### config.mk
export PLATFORM = sky130hd
export DESIGN_NAME = mem_port_arbiter
export DESIGN_NICKNAME = d
export VERILOG_FILES = /design/src/rtl/mem_port_arbiter.sv
export SDC_FILE = /design/constraint.sdc
export NUM_CORES = 1
export LEC_CHECK = 0
export ABC_CLOCK_PERIOD_IN_PS = 1950
export CAP_MARGIN = 20
export CORE_AREA = 2 2 190 192
export CTS_CLUSTER_DIAMETER = 200
export DETAILED_ROUTE_END_ITERATION = 10
export DIE_AREA = 0 0 192 194
export PLACE_DENSITY_LB_ADDON = 0.2
export SYNTH_ARGS = -nofsm -noshare
export SYNTH_HDL_FRONTEND = slang
export SYNTH_SLANG_ARGS = --single-unit
### constraint.sdc
create_clock -name clk_i -period 1.95 [get_ports clk_i]
set_clock_uncertainty 0.2 [all_clocks]
set_input_delay 0.195 -clock clk_i [delete_from_list [all_inputs] [get_ports clk_i]]
set_output_delay 0.195 -clock clk_i [all_outputs]
set_load 0.01 [all_outputs]
### src/rtl/mem_port_arbiter.sv
// Arbiter sharing one memory port between the instruction fetcher (I) and the load/store unit (D).
// Optional grant/stall performance counters are enabled with MEM_PORT_ARBITER_PERF_EN.
module mem_port_arbiter #(
  parameter int ADDR_W     = 32,
  parameter int DATA_W     = 64,
  parameter int STARVE_LIM = 3
) (
  input  logic              clk_i,
  input  logic              rst_i,
  input  logic              i_req_i,
  input  logic [ADDR_W-1:0] i_addr_i,
  output logic              i_gnt_o,
  output logic              i_rvalid_o,
  output logic [31:0]       i_rdata_o,
  input  logic              d_req_i,
  input  logic              d_we_i,
  input  logic [ADDR_W-1:0] d_addr_i,
  input  logic [DATA_W-1:0] d_wdata_i,
  output logic              d_gnt_o,
  output logic              d_rvalid_o,
  output logic [DATA_W-1:0] d_rdata_o,
  output logic              m_req_o,
  output logic              m_we_o,
  output logic [ADDR_W-1:0] m_addr_o,
  output logic [DATA_W-1:0] m_wdata_o,
  input  logic              m_ready_i,
  input  logic              m_rvalid_i,
  input  logic [DATA_W-1:0] m_rdata_i,
  output logic [31:0]       i_grant_cnt_o,
  output logic [31:0]       d_grant_cnt_o,
  output logic [31:0]       stall_cnt_o
);

  typedef enum logic [1:0] {IDLE, REQ, RESP} state_t;

  localparam logic [3:0] LIM = 4'(STARVE_LIM);

  state_t              state_q;
  logic                owner_q;
  logic                m_req_q;
  logic                m_we_q;
  logic [ADDR_W-1:0]   addr_q;
  logic [DATA_W-1:0]   wdata_q;
  logic [3:0]          starve_q, starve_d;
  logic                idle, i_win, d_win;

  assign idle = (state_q == IDLE);

  always_comb begin
    i_win    = i_req_i && (!d_req_i || (starve_q == LIM));
    d_win    = d_req_i && !i_win;
    starve_d = starve_q;
    if (idle) begin
      if (i_win || !i_req_i)
        starve_d = '0;
      else if (d_win && (starve_q != 4'hF))
        starve_d = starve_q + 4'd1;
    end
  end

  assign i_gnt_o = idle && i_win;
  assign d_gnt_o = idle && d_win;

  always_ff @(posedge clk_i) begin
    if (rst_i) begin
      state_q  <= IDLE;
      owner_q  <= 1'b0;
      m_req_q  <= 1'b0;
      m_we_q   <= 1'b0;
      addr_q   <= '0;
      wdata_q  <= '0;
      starve_q <= '0;
    end else begin
      starve_q <= starve_d;
      case (state_q)
        IDLE: begin
          if (i_win || d_win) begin
            owner_q <= d_win;
            m_req_q <= 1'b1;
            m_we_q  <= d_win && d_we_i;
            addr_q  <= d_win ? d_addr_i : i_addr_i;
            wdata_q <= d_wdata_i;
            state_q <= REQ;
          end
        end
        REQ: begin
          if (m_ready_i) begin
            m_req_q <= 1'b0;
            m_we_q  <= 1'b0;
            state_q <= RESP;
          end
        end
        RESP: begin
          if (m_rvalid_i)
            state_q <= IDLE;
        end
        default: state_q <= IDLE;
      endcase
    end
  end

  assign m_req_o    = m_req_q;
  assign m_we_o     = m_we_q;
  assign m_addr_o   = addr_q;
  assign m_wdata_o  = wdata_q;
  assign i_rvalid_o = (state_q == RESP) && m_rvalid_i && !owner_q;
  assign d_rvalid_o = (state_q == RESP) && m_rvalid_i && owner_q;
  assign i_rdata_o  = m_rdata_i[31:0];
  assign d_rdata_o  = m_rdata_i;

`ifdef MEM_PORT_ARBITER_PERF_EN
  logic [31:0] i_cnt_q, d_cnt_q, stall_q;

  // Each side that is requesting without being granted adds one stall cycle.
  always_ff @(posedge clk_i) begin
    if (rst_i) begin
      i_cnt_q <= '0;
      d_cnt_q <= '0;
      stall_q <= '0;
    end else begin
      i_cnt_q <= i_cnt_q + 32'(i_gnt_o);
      d_cnt_q <= d_cnt_q + 32'(d_gnt_o);
      stall_q <= stall_q + 32'(i_req_i && !i_gnt_o) + 32'(d_req_i && !d_gnt_o);
    end
  end

  assign i_grant_cnt_o = i_cnt_q;
  assign d_grant_cnt_o = d_cnt_q;
  assign stall_cnt_o   = stall_q;
`else
  assign i_grant_cnt_o = '0;
  assign d_grant_cnt_o = '0;
  assign stall_cnt_o   = '0;
`endif

endmodule

==> impl_results.md <==
* Max Cap Viol at 0
* Mapped Avg Cell Area at 8.35 µm²
* Synthesized flop and latch total at 105
* Final Setup Violations at 0
* Area of the die at 37200 µm²
* Unique masters post-synth at 42
* Core Area at 35200 µm²
* Via count at 5518
* Routed wire length at 21600 µm
* Cell family with most CP delay: flip-flops
* GR Overflow Total at 0
* Critical register-to-register path startpoint: starve_q[0]
* Worst Path Required at 1.55 ns
* RSZ-0062 raised after global routing: true
* H-Tree Depth at 3
* Finished layout cell area at 8630 µm²
* GP Congestion at 0.686
* 1st-pass router iterations at 4
* Worst hold-check path type: in -> reg
* Slowest cell on crit path: dfxtp_2
* FFs w/ async S/R, synth at 0
* Hold Slack at 0.0552 ns
* Power Total at 6.10 mW
* DR DRC count at 0
* Nets at 1058
* Critical Path, Cell by Cell: ha_4 -> inv_1 -> or3_4 -> a21oi_4 -> buf_6
* Antenna-violating nets left at 0
* Status: completed
* Initial antenna violation count at 0
* Die Ht at 194 µm
* CTS tree: done
* Setup WS pre-CTS at -0.397 ns
* # diodes at 0
* Post-route clock period utilization at 0.998
* First-pass GRT wire length at 32500 µm
* Die width at 192 µm
* Sink Count at 105
* Final worst slack at 0.00360 ns
* Clk buf depth at 2
* VDD IR max at 411 µV
* Mapped cell area at 6200 µm²
* Root Driver: clkbuf_16
* Avg WL per Cell at 16.3 µm
* Area Overhead vs Synth at 39.1%
* Hold Vio Cnt, Final at 0
* Initial drt markers at 273
* Power Density at 707 nW/µm²
* Commonest cells after routing, fill and taps aside: clkdlybuf4s50_1, dfxtp_1, a21oi_1
* R2R setup slack at 0.05 ns
* All-Layer GR Usage at 0.113
* Fmax at 0.514 GHz
* Worst-Skew Late Latency at 0.37 ns
* Worst Path Buf+Inv at 2
* Cell count along the critical path at 5
* Number of port buffers at 236
* Critical path origin: starve_q[0]
* Critical path class: reg -> out
* Lkg Pwr at 3.04 nW
* Worst flop-to-flop path endpoint: m_addr_o[3]
* Largest net degree at the start of global routing at 58
* Worst Setup EP: i_gnt_o
* Via count of the first global-routing pass at 5499
* I/O pins at 493
* CP peak stage delay at 0.36 ns
* Clk slew on worst S/H paths at 0.08 ns
* Critical Path Fanout Max at 2
* Synth Flop Type: dfxtp_1
* Post-DP HPWL at 14800 µm
* Vias/cell at 4.17
* Synth warn at 0
* Site Rows at 69
* Fin. max-slew vios at 0
* Sequential area share after synthesis at 0.339
* Startpoint Class: flop
* Post-layout min period at 1.95 ns
* Area after DPL at 8170 µm²
* CP Capture Type: primary output
* Layout cells sized above 1 at 0.114
* Post-synth EDFFs at 0
* Worst-case reg-to-reg path depth at 6
* Initial core utilization at 0.176
* TritonCTS buffer count at 9
* Cell count after synthesis at 743
* Most common cell after layout, fill and taps aside: clkdlybuf4s50_1
* Worst EP arrival at 1.55 ns
==> power by group <==
group	internal, mW	switching (mW)
Sequential	2.34	0.106
Combinational	0.904	0.874
Clock	0.893	0.982
==> worst min-delay path by stage <==
stage | startpoint | endpoint | slack, ns | cells past startpoint
3_3_place_gp | m_rdata_i[47] | d_rdata_o[47] | 0.19 | 0
6_report | d_req_i | m_we_o | 0.06 | 3
3_5_place_dp | m_rdata_i[47] | d_rdata_o[47] | 0.19 | 0
4_1_cts | d_req_i | m_we_o | 0.03 | 3
5_1_grt | d_req_i | m_we_o | 0.08 | 3
2_1_floorplan | d_wdata_i[0] | m_wdata_o[0] | 0.14 | 2
==> per-layer routing <==
layer  vias to the layer above  track usage  routed length [µm]  part of all wire
met3                        49       0.0387                1880             0.087
met1                      2578        0.135                8880              0.41
met5                         -            0                   0                 0
met4                         0       0.0543                 648             0.030
li1                       2615            -                   -                 -
met2                       276        0.180               10200              0.47
==> final cells by class <==
| type | instances | area (µm²) |
|---|---|---|
| fill | 3910 | 26600 |
| clock buffer | 9 | 225 |
| multi-input combinational | 463 | 2810 |
| timing repair buffer | 277 | 2840 |
| clock inverter | 7 | 58.8 |
| inverter | 2 | 7.51 |
| tap | 461 | 577 |
| sequential | 105 | 2100 |
==> sequential cells by signal, indices dropped and copies added (netlist names) <==
name	cells
owner_q	1
m_addr_o	32
m_wdata_o	64
state_q	2
m_we_o	1
m_req_o	1
starve_q	4
==> cell usage after synthesis, drive strengths merged (2+ instances only) <==
cell / count / area share
nand3: 67 / 0.054
inv: 2 / 0.0012
dfxtp: 105 / 0.34
nor4b: 32 / 0.050
nand2: 5 / 0.0030
nand4: 2 / 0.0020
or3b: 2 / 0.0028
a21oi: 102 / 0.082
o21ai: 65 / 0.052
buf: 234 / 0.27
nor4: 32 / 0.032
clkbuf: 34 / 0.021
o211ai: 4 / 0.0048
nor2: 4 / 0.0028
a31oi: 2 / 0.0020
a2111oi: 32 / 0.052
and3: 2 / 0.0020
or2: 2 / 0.0020
==> metrics by stage <==
stage	cells	TNS [ns]	utilization
after CTS	1324	-0.0348	0.242
after global placement	1307	-6.14	0.232
final	1324	0	0.245
after global routing	1324	-0.0854	0.245
after floorplan	838	0	-
after detailed placement	1307	-7.25	0.232
==> timing repair <==
| action | CTS | global route |
|---|---|---|
| endpoints found under the hold margin | 8 | 0 |
| gates cloned | 0 | 0 |
| pin swaps | 2 | 1 |
| buffers inserted | 0 | 0 |
| hold buffers | 1 | 0 |
| endpoints found under the setup margin | 34 | 19 |
| gates resized for setup | 22 | 24 |
==> kinds of logic after synthesis <==
family / after synthesis / synth area share
buffers and inverters: 270 / 0.295
AO/OA/AOI/OAI: 208 / 0.198
AND/OR/NAND/NOR: 157 / 0.164
flip-flops: 105 / 0.339
XOR/XNOR: 1 / 0.00141
adder cells (fa/ha/maj): 1 / 0.00202
other: 1 / 0.000605
==> tightest hold or removal path, stage by stage <==
cell	delay, ns
buf_2	0.21
nand4_1	0.12
a21oi_1	0.06
(Power assumes the default switching activity.)
